$ cat src/rtl/boot_mode_ctrl.sv
// boot_mode_ctrl: boot / UART programming mode controller.
//
// Holds the CPU in reset for a settle period after reset or after a programming
// session, runs the CPU, and switches to UART programming mode when the
// programming button is held long enough. Counts words written by the loader.
//
// Optional feature: define BOOT_TIMEOUT_EN to add a programming idle timeout
// that moves to a sticky error state (err_o=1) when the loader goes quiet.
//
// Ports:
//   clock       - single clock, rising edge
//   rst         - asynchronous active-high reset
//   start_pg    - raw programming button (asynchronous)
//   upg_wen_i   - UART loader write strobe (asynchronous)
//   upg_done_i  - UART loader done level (asynchronous)
//   upg_rst_o   - UART loader reset (1 = held in reset), registered
//   cpu_rst_o   - CPU core reset (1 = held in reset), registered
//   state_o     - current state encoding
//   word_cnt_o  - words received in the current or last session
//   err_o       - programming timeout flag (sticky until next session)

module boot_mode_ctrl #(
    parameter int unsigned DEBOUNCE_CYC = 100000,
    parameter int unsigned SETTLE_CYC   = 16,
    parameter int unsigned TIMEOUT_CYC  = 50000000
) (
    input  logic        clock,
    input  logic        rst,
    input  logic        start_pg,
    input  logic        upg_wen_i,
    input  logic        upg_done_i,
    output logic        upg_rst_o,
    output logic        cpu_rst_o,
    output logic [2:0]  state_o,
    output logic [15:0] word_cnt_o,
    output logic        err_o
);

    typedef enum logic [2:0] {
        StSettle   = 3'd0,
        StRun      = 3'd1,
        StDebounce = 3'd2,
        StProg     = 3'd3,
        StErr      = 3'd4
    } state_e;

    localparam logic [31:0] SettleLoad   = 32'(SETTLE_CYC - 1);
    localparam logic [31:0] DebounceLoad = 32'(DEBOUNCE_CYC - 1);

    // Input synchronizers plus one extra flop per strobe for edge detection.
    logic [1:0] start_sync_q, wen_sync_q, done_sync_q;
    logic       wen_prev_q, done_prev_q;
    logic       start_s, wen_rise, done_rise;

    always_ff @(posedge clock or posedge rst) begin
        if (rst) begin
            start_sync_q <= 2'b00;
            wen_sync_q   <= 2'b00;
            done_sync_q  <= 2'b00;
            wen_prev_q   <= 1'b0;
            done_prev_q  <= 1'b0;
        end else begin
            start_sync_q <= {start_sync_q[0], start_pg};
            wen_sync_q   <= {wen_sync_q[0], upg_wen_i};
            done_sync_q  <= {done_sync_q[0], upg_done_i};
            wen_prev_q   <= wen_sync_q[1];
            done_prev_q  <= done_sync_q[1];
        end
    end

    assign start_s   = start_sync_q[1];
    // done_prev tracks the level in every state, so a done already high on
    // PROG entry produces no edge until it falls and rises again.
    assign wen_rise  = wen_sync_q[1] & ~wen_prev_q;
    assign done_rise = done_sync_q[1] & ~done_prev_q;

    state_e      state_q, state_d;
    logic [31:0] cnt_q, cnt_d;
    logic [15:0] word_q, word_d;
    logic        from_err_q, from_err_d;   // DEBOUNCE was entered from ERR
    logic        cpu_rst_q, cpu_rst_d;
    logic        upg_rst_q, upg_rst_d;

`ifdef BOOT_TIMEOUT_EN
    localparam logic [31:0] TimeoutLoad = 32'(TIMEOUT_CYC - 1);
    logic [31:0] idle_q, idle_d;
    logic        err_q, err_d;
`else
    logic unused_timeout;
    assign unused_timeout = ^TIMEOUT_CYC;
`endif

    always_comb begin
        state_d    = state_q;
        cnt_d      = cnt_q;
        word_d     = word_q;
        from_err_d = from_err_q;
`ifdef BOOT_TIMEOUT_EN
        idle_d     = idle_q;
        err_d      = err_q;
`endif
        case (state_q)
            StSettle: begin
                if (cnt_q == 32'd0) begin
                    state_d = StRun;
                end else begin
                    cnt_d = cnt_q - 32'd1;
                end
            end
            StRun: begin
                if (start_s) begin
                    state_d    = StDebounce;
                    cnt_d      = DebounceLoad;
                    from_err_d = 1'b0;
                end
            end
            StDebounce: begin
                if (!start_s) begin
                    state_d = from_err_q ? StErr : StRun;
                end else if (cnt_q == 32'd0) begin
                    state_d = StProg;
                    word_d  = 16'd0;
`ifdef BOOT_TIMEOUT_EN
                    idle_d  = TimeoutLoad;
                    err_d   = 1'b0;
`endif
                end else begin
                    cnt_d = cnt_q - 32'd1;
                end
            end
            StProg: begin
                // A write edge counts even when done arrives in the same cycle.
                if (wen_rise && (word_q != 16'hFFFF)) begin
                    word_d = word_q + 16'd1;
                end
                if (done_rise) begin
                    state_d = StSettle;
                    cnt_d   = SettleLoad;
`ifdef BOOT_TIMEOUT_EN
                end else if (wen_rise) begin
                    idle_d = TimeoutLoad;
                end else if (idle_q == 32'd0) begin
                    state_d = StErr;
                    err_d   = 1'b1;
                end else begin
                    idle_d = idle_q - 32'd1;
`endif
                end
            end
`ifdef BOOT_TIMEOUT_EN
            StErr: begin
                if (start_s) begin
                    state_d    = StDebounce;
                    cnt_d      = DebounceLoad;
                    from_err_d = 1'b1;
                end
            end
`endif
            default: begin
                state_d = StSettle;
                cnt_d   = SettleLoad;
            end
        endcase

        // Outputs follow the next state so they are registered alongside it.
        cpu_rst_d = 1'b1;
        upg_rst_d = 1'b1;
        case (state_d)
            StRun:      cpu_rst_d = 1'b0;
            StDebounce: cpu_rst_d = from_err_d;
            StProg:     upg_rst_d = 1'b0;
            default: begin
                cpu_rst_d = 1'b1;
                upg_rst_d = 1'b1;
            end
        endcase
    end

    always_ff @(posedge clock or posedge rst) begin
        if (rst) begin
            state_q    <= StSettle;
            cnt_q      <= SettleLoad;
            word_q     <= 16'd0;
            from_err_q <= 1'b0;
            cpu_rst_q  <= 1'b1;
            upg_rst_q  <= 1'b1;
        end else begin
            state_q    <= state_d;
            cnt_q      <= cnt_d;
            word_q     <= word_d;
            from_err_q <= from_err_d;
            cpu_rst_q  <= cpu_rst_d;
            upg_rst_q  <= upg_rst_d;
        end
    end

`ifdef BOOT_TIMEOUT_EN
    always_ff @(posedge clock or posedge rst) begin
        if (rst) begin
            idle_q <= TimeoutLoad;
            err_q  <= 1'b0;
        end else begin
            idle_q <= idle_d;
            err_q  <= err_d;
        end
    end
    assign err_o = err_q;
`else
    assign err_o = 1'b0;
`endif

    assign state_o    = state_q;
    assign word_cnt_o = word_q;
    assign cpu_rst_o  = cpu_rst_q;
    assign upg_rst_o  = upg_rst_q;

endmodule

$ cat config.mk
export PLATFORM = sky130hd
export DESIGN_NAME = boot_mode_ctrl
export DESIGN_NICKNAME = d
export VERILOG_FILES = /design/src/rtl/boot_mode_ctrl.sv
export SDC_FILE = /design/constraint.sdc
export NUM_CORES = 1
export LEC_CHECK = 0
export CAP_MARGIN = 30
export CELL_PAD_IN_SITES_DETAIL_PLACEMENT = 0
export CELL_PAD_IN_SITES_GLOBAL_PLACEMENT = 2
export CORE_AREA = 2 2 96 98
export CTS_CLUSTER_SIZE = 30
export DETAILED_ROUTE_END_ITERATION = 10
export DIE_AREA = 0 0 98 100
export GPL_TIMING_DRIVEN = 0
export PLACE_DENSITY_LB_ADDON = 0.05
export REMOVE_ABC_BUFFERS = 1
export SYNTH_ARGS = -nofsm -noshare
export SYNTH_HDL_FRONTEND = slang
export SYNTH_SLANG_ARGS = --single-unit
$ cat constraint.sdc
create_clock -name clock -period 6.3 [get_ports clock]
set_clock_uncertainty 0.15 [all_clocks]
set_input_delay 0.945 -clock clock [delete_from_list [all_inputs] [get_ports clock]]
set_output_delay 0.945 -clock clock [all_outputs]
set_load 0.01 [all_outputs]
After elaboration in Yosys (flattened, before gate mapping). Cells that the tools add are included.

Add/subtract/negate cells: 2. Reductions and logical operators: 6. Bitwise logic cells: 4. Mux-type cells: 20. Equal/unequal tests: 12.

Operator list (number): two-way mux 32 bit (4); case mux 32 bit (4 select lines) (1); two-way mux 16 bit (3); zero test 32 bit (1); case mux 16 bit (2 select lines) (1); subtractor 32 x 1 -> 32 bit (second input constant) (1); two-way mux 3 bit (6); adder 16 x 1 -> 16 bit (second input constant) (1); inequality test 16 bit (second input constant) (1); equality test 3 x 2 -> 1 bit (second input constant) (4); case mux 3 bit (4 select lines) (1); inequality test 2 bit (second input constant) (5); equality test 3 x 1 -> 1 bit (second input constant) (2); AND reduction 4 bit (1); zero test 3 bit (1); two-way mux 1 bit (3); AND reduction 3 bit (1); AND 1 bit (2); NOT 1 bit (2); case mux 1 bit (2 select lines) (1); nonzero test 2 bit (1); logical AND 1 bit (1).

Bits of input ports: 5. Register bits after elaboration: 62. Word-level logic and storage cells: 55.

Logic depth before layout (Yosys ltp). Gate-level depths: netlist of the first run.

Word-level depth: 6. Mapped depth: 9. Mapped depth without buffers: 7.

Worst setup path before layout of the first run. OpenSTA, ideal clock, no wires.

Path kind: reg2reg. Start: register cnt_q[0]. End: register cnt_q[30]. Setup time: 77 ps. Setup slack: 3946 ps. Arrival: 2127 ps. Buffers on the path: 0. Cell stages (with the launch flop): 8. Required time: 6073 ps. Clock period less this slack: 2354 ps. Cells stage by stage: dfstp_2 > inv_1 > ha_1 > or4b_4 > nor4_4 > nand3_2 > or4_1 > a21oi_1.

Longest elaborated chain between the ends: 4. Elaborated cells on any way between the ends: 5. Classes of those cells: 1 x add/sub; 3 x mux; 1 x reduce/logical.

RTL lines: start, declared (line 78) `logic [31:0] cnt_q, cnt_d;`; start signal, assigned (line 182) `cnt_q <= SettleLoad;`; start signal, assigned (line 189) `cnt_q <= cnt_d;`; subtractor 32 x 1 -> 32 bit / zero test 32 bit (equally long branches); two-way mux 32 bit (*) (line 104, 120); two-way mux 32 bit (line 118) `if (!start_s) begin`; case mux 32 bit (4 select lines) (*) (line 102) `case (state_q)`.

Mark *: on every way between the ends. The rest lies on a longest branch, timed or not. The select of a mux whose other input is x is not followed. A chain may end at the register's enable or synchronous reset.

Worst setup path in the final report of the first run.
Start: register cnt_q[0]. End: register cnt_q[16].

Same word-level chain as after synthesis.

==> results.toml, run 1 <==
[cts]
holdBufCountCts = 0
clock-sinks = 62
clk_latency_ps = 340
ctsLongestPathBuffers = 2
cts_setup_buffers = 0
cts_tree = "done"
cts_buffers = 9
clk_pin_slew_worst_paths_ps = 70
cts-htree-levels = 3
cts_resized = 0
cts-root-buf = "clkbuf_8"

[grt]
grt_max_degree = 63
grt_pass1_vias = 2595
grt_pass1_wl_mm = 14.01
antenna_found_initial = 0
grt_overflow_total = 0
grt.total_usage = 0.1800

[floorplanning]
die_area_um2 = 9800
die-width_um = 98
die_h_um = 100
io_pins = 27
coreArea_um2 = 8890
row_count = 35
initial_core_util = 0.3879

[status]
status = "finished clean"

[placed_design]
place_congestion = 0.7485
portBuffers = 25
dp_hpwl_mm = 5.550
detailedPlace.worstSlack_ps = 3184

[synth]
syn_inst = 352
async_reset_ff_frac = 1.000
ys.flop_type = "dfrtp_1"
ys_types = 67
syn_area_um2 = 3448
synth.ff_latch_count = 62
synth_edf_count = 0
yosysWarnings = 0
ys_seq_area_frac = 0.4521
postSynthAreaPerCell_um2 = 9.796

[power_and_ir_drop]
vdd_ir_drop_max_mv = 0.1917
finalPower_mw = 1.501
leakage_nw = 1.613
power.density_nw_per_um2 = 383.4

[cells_and_area]
fillers = 905
nNetsFinal = 375
drive_gt1_frac = 0.1153
seq_area_um2 = 1559
layout_commonest_cell = "dfrtp_1"
multiInputGateArea_um2 = 1708
syn2layout_area_growth_pct = 13.53
antenna_cells = 0
layout_common_cells = "56 x dfrtp_1, 29 x nor2_1, 25 x clkdlybuf4s50_1"

[worst_setup_path]
cp_slowest_stage_delay_ps = 870
path_class = "reg -> reg"
critPathBufInv = 2
arrival_ps = 3240
cp.required_ps = 6380
slowest_stage = "o31ai_4"
cp_max_fo = 21
path_delay_family = "compound AO/OA/AOI/OAI gates"
crit_chain = "inv_1 > ha_1 > nor4b_1 > nand4_1 > o31ai_4 > buf_16 > nand2_4 > a22o_1"
start_kind = "flop"
cp-end-kind = "flop"

[sta]
relSlewSlack = 0.3654
tightest_slew_ps = 950.9
max_freq_mhz = 315.9
fin_tns_setup_ps = 0
hold_viol = 0
setup_viol = 0
slew_viol_final = 0
fin_ws_ps = 3134
post-route-period-util = 0.5025
grt_setup_unrepaired = "no"
min_period_ps = 3166

[worst_hold_path]
hp-class = "reg -> reg"

[detailed_routing]
wire_per_inst_um = 17.33
firstDrtPassIters = 4
vias = 2800
final_antenna_net_count = 0
routed_via_density = 5.785
drt_iter0_drc = 107
drc = 0
routed_wl_mm = 8.388

[flow_run]
drv_cap = 0
-- synthesized netlist by cell type, types with 2 or more instances --
library cell / count / area share
a2111oi_0: 6 / 0.015
a211oi_1: 5 / 0.011
a21oi_1: 14 / 0.020
a22o_1: 5 / 0.013
a22oi_1: 2 / 0.0044
a31oi_1: 2 / 0.0036
and2_1: 3 / 0.0054
and3_1: 7 / 0.013
and4_1: 5 / 0.013
buf_2: 2 / 0.0029
buf_4: 4 / 0.0087
buf_6: 4 / 0.013
clkbuf_1: 11 / 0.012
dfrtp_1: 56 / 0.41
dfstp_2: 6 / 0.046
ha_1: 2 / 0.0073
inv_1: 11 / 0.012
mux2i_1: 4 / 0.012
nand2_1: 22 / 0.024
nand2b_1: 2 / 0.0036
nand3_1: 8 / 0.012
nand3b_1: 2 / 0.0044
nand4_1: 10 / 0.018
nor2_1: 30 / 0.033
nor2b_1: 2 / 0.0036
nor3_1: 7 / 0.010
nor4_1: 7 / 0.013
o211ai_1: 8 / 0.017
o21a_1: 2 / 0.0044
o21ai_0: 13 / 0.019
o21ai_1: 2 / 0.0029
o22ai_1: 2 / 0.0036
o311ai_0: 2 / 0.0051
o31ai_1: 9 / 0.020
o41ai_1: 3 / 0.0076
or3_1: 13 / 0.024
or4_1: 15 / 0.033
xnor2_1: 9 / 0.023
xor2_1: 7 / 0.018
-- layer usage --
| metal | up-vias | track usage | routed length [um] |
|---|---|---|---|
| li1 | 1376 | - | - |
| met1 | 1360 | 0.2697 | 4389 |
| met2 | 53 | 0.2603 | 3631 |
| met3 | 11 | 0.03343 | 254 |
| met4 | 0 | 0.06410 | 112 |
| met5 | - | 0 | 0 |
-- power by group --
group	switching, mW	total, mW	internal (mW)
combinational	0.354	0.590	0.237
clock	0.170	0.313	0.143
sequential	0.102	0.597	0.495
-- layout make-up --
class	count	area share
multi-input cells	257	0.4362
inverters	11	0.01119
flip-flops and latches	62	0.3982
repair buffers	27	0.07478
clock buffers	9	0.03164
clock inverters	7	0.01246
well taps	111	0.03547
-- logic make-up after synthesis --
kind of cell             Yosys count  synth area share
AO/OA/AOI/OAI                     86            0.1800
adder cells (fa/ha/maj)            2          0.007256
buffers and inverters             33           0.05443
other                              1          0.001087
flip-flops                        62            0.4521
XOR/XNOR                          16           0.04064
AND/OR/NAND/NOR                  147            0.2496
multiplexers                       5           0.01488
-- sequential cells by signal, summed over array words and instances, names as in the netlist, 2 cells and up --
name	cells
wen_sync_q	2
start_sync_q	2
cnt_q	32
word_cnt_o	16
done_sync_q	2
state_o	3
-- worst paths after layout --
path                                      startpoint                   endpoint  slack (ps)  cells after the start
max                             cnt_q[0]$_DFFE_PP1P_      cnt_q[16]$_DFFE_PP0P_        3130                      8
min                        start_sync_q[0]$_DFF_PP0_  start_sync_q[1]$_DFF_PP0_         200                      0
max reg2reg                     cnt_q[0]$_DFFE_PP1P_      cnt_q[16]$_DFFE_PP0P_        3130                      8
min reg2reg                start_sync_q[0]$_DFF_PP0_  start_sync_q[1]$_DFF_PP0_         200                      0
max in group asynchronous                        rst       cnt_q[7]$_DFFE_PP0P_        4510                      2
min in group asynchronous                        rst      cnt_q[29]$_DFFE_PP0P_         950                      2
-- worst reg2reg max path, cell delays in order (launching register included) --
cell,delay [ps]
dfstp_2,390
inv_1,60
ha_1,230
nor4b_1,430
nand4_1,290
o31ai_4,870
buf_16,230
nand2_4,120
a22o_1,280
-- stage by stage --
| step | instance area [um^2] | hold WS, ps | util | std cells |
|---|---|---|---|---|
| 6_report | 3915 | 202.3 | 0.4404 | 484 |
| 5_1_grt | 3915 | 218.1 | 0.4404 | 484 |
| 4_1_cts | 3915 | 203.0 | 0.4404 | 484 |
| 3_5_place_dp | 3742 | 185.8 | 0.4210 | 468 |
| 3_3_place_gp | 3691 | 181.7 | 0.4152 | 466 |
| 2_1_floorplan | 3302 | 181.2 | - | 330 |
Note: power is estimated with default switching activity, not from simulation.
==> run 2, diff against run 1 <==
CORE_AREA = 2 2 104 106   (was 2 2 96 98)
DIE_AREA = 0 0 106 108   (was 0 0 98 100)
clock period = 2.7 ns   (was 6.3 ns; I/O delays follow)
==> run 2 against run 1 <==
Effect of this change: critical path depth fell by 2; first-iteration DRC count grew 23%; highest routed layer unchanged; critical endpoint is now cnt_q[7]$_DFFE_PP0P_; fmax increased by 25%; total power rose by 150%; largest cell class unchanged; count of clock-buffer cells in the layout up 1.
==> results.toml, run 2 (synthesis results as in run 1) <==
[cts]
cts-htree-levels = 3
ctsLongestPathBuffers = 2
cts_tree = "done"
holdBufCountCts = 0
cts_buffers = 9
clk_pin_slew_worst_paths_ps = 70
clk_latency_ps = 350
cts-root-buf = "clkbuf_8"
clock-sinks = 62

[cells_and_area]
final_area_um2 = 4076
layout_common_cells = "56 x dfrtp_1, 29 x nor2_1, 25 x clkdlybuf4s50_1"
drive_gt1_frac = 0.1429
syn2layout_area_growth_pct = 18.21
regMostFlops = "cnt_q"
layout_commonest_cell = "dfrtp_1"
largest_register_ffs = 32
nNetsFinal = 380
antenna_cells = 0

[floorplanning]
die_area_um2 = 11450
die-width_um = 106
initial_core_util = 0.3370
io_pins = 27
row_count = 37
coreArea_um2 = 10230
die_h_um = 108

[grt]
grt_pass1_vias = 2754
antenna_found_initial = 0
grt_max_degree = 63
grt.total_usage = 0.1699
grt_overflow_total = 0
grt_pass1_wl_mm = 15.13

[detailed_routing]
wire_per_inst_um = 17.48
drc = 0
routed_wl_mm = 8.984
drt_iter0_drc = 132
routed_via_density = 5.556
firstDrtPassIters = 4
vias = 2856
final_antenna_net_count = 0

[flow_run]
drv_cap = 0

[sta]
hold_viol = 0
min_period_ps = 2536
slew_viol_final = 0
tightest_slew_ps = 809.0
max_freq_mhz = 394.4
post-route-period-util = 0.9391
relSlewSlack = 0.4607
setup_viol = 0

[worst_hold_path]
min_from = "done_sync_q[0]$_DFF_PP0_"
hp-class = "reg -> reg"

[placed_design]
dp_hpwl_mm = 5.876
portBuffers = 25
place_congestion = 0.7154
post_dp_cell_area_um2 = 3789

[worst_setup_path]
cp.required_ps = 2780
arrival_ps = 2610
path_class = "reg -> reg"
cp_max_fo = 18
r2r_setup_slack_ps = 160
crit_start = "cnt_q[10]$_DFFE_PP0P_"
start_kind = "flop"
r2r_start = "cnt_q[10]$_DFFE_PP0P_"
cp-end-kind = "flop"

[power_and_ir_drop]
power.density_nw_per_um2 = 913.1
finalPower_mw = 3.722
leakage_nw = 1.654
vdd_ir_drop_max_mv = 0.3772

[status]
status = "finished clean"
run 2: changes by cell type in the layout (fill, tap and decap cells not counted), moves of 2 or more:
cell,previous run,this run
a2111oi_0,6,3
a2111oi_1,0,3
buf_4,0,3
clkinv_4,2,0
nor4_1,7,5
nor4_2,0,2
run 2: repair_timing:
item	CTS	global route
setup buffers	2	1
pin swaps	2	1
resized for setup	4	8
endpoints found under the setup margin	30	32
gates cloned	1	0
run 2: worst paths after layout:
check,endpoint,cells after the start
worst max-delay path,cnt_q[7]$_DFFE_PP0P_,6
worst min-delay path,done_sync_q[1]$_DFF_PP0_,0
worst max register to register,cnt_q[7]$_DFFE_PP0P_,6
worst min register to register,done_sync_q[1]$_DFF_PP0_,0
max in group asynchronous,state_o[0]$_DFF_PP0_,2
min in group asynchronous,cnt_q[19]$_DFFE_PP0P_,2
run 2: worst max-delay path: stages (launching register included):
cell and delay (ps):
dfrtp_1 410, or4_4 630, or2_4 340, o31ai_4 350, buf_16 190, nand2_4 110, a22o_1 240
run 2: stage by stage:
stage | setup TNS [ps] | setup slack, ps | hold slack [ps] | instances | utilization
global route | -5.220 | -5.220 | 208.4 | 514 | 0.3984
global placement | -65340 | -806.7 | 182.0 | 491 | 0.3638
detailed placement | -6566 | -377.1 | 186.3 | 494 | 0.3703
CTS | 0 | 11.09 | 204.4 | 513 | 0.3946
finish | 0 | 164.3 | 201.4 | 514 | 0.3984
floorplan | -1497 | -168.6 | 181.2 | 330 | -
run 2: metal layers:
| layer | track usage | part of all wire |
|---|---|---|
| met1 | 0.2562 | 0.51 |
| met2 | 0.2475 | 0.44 |
| met3 | 0.02351 | 0.032 |
| met4 | 0.06203 | 0.015 |
| met5 | 0 | 0 |
run 2: report_power, final:
group          internal (mW)  leakage (nW)  switching (mW)
Combinational          0.612         0.747           0.877
Sequential              1.16         0.810           0.256
Clock                  0.425        0.0964           0.397
Total                   2.19          1.65            1.53
run 2: cell type report:
class                   instances  area (um^2)
fillers                      1055         6155
repair buffers                 31        330.3
inverters                      11        43.79
well taps                     136        170.2
multi-input cells             258         1784
flip-flops and latches         62         1559
clock buffers                  10        127.6
clock inverters                 6        61.31
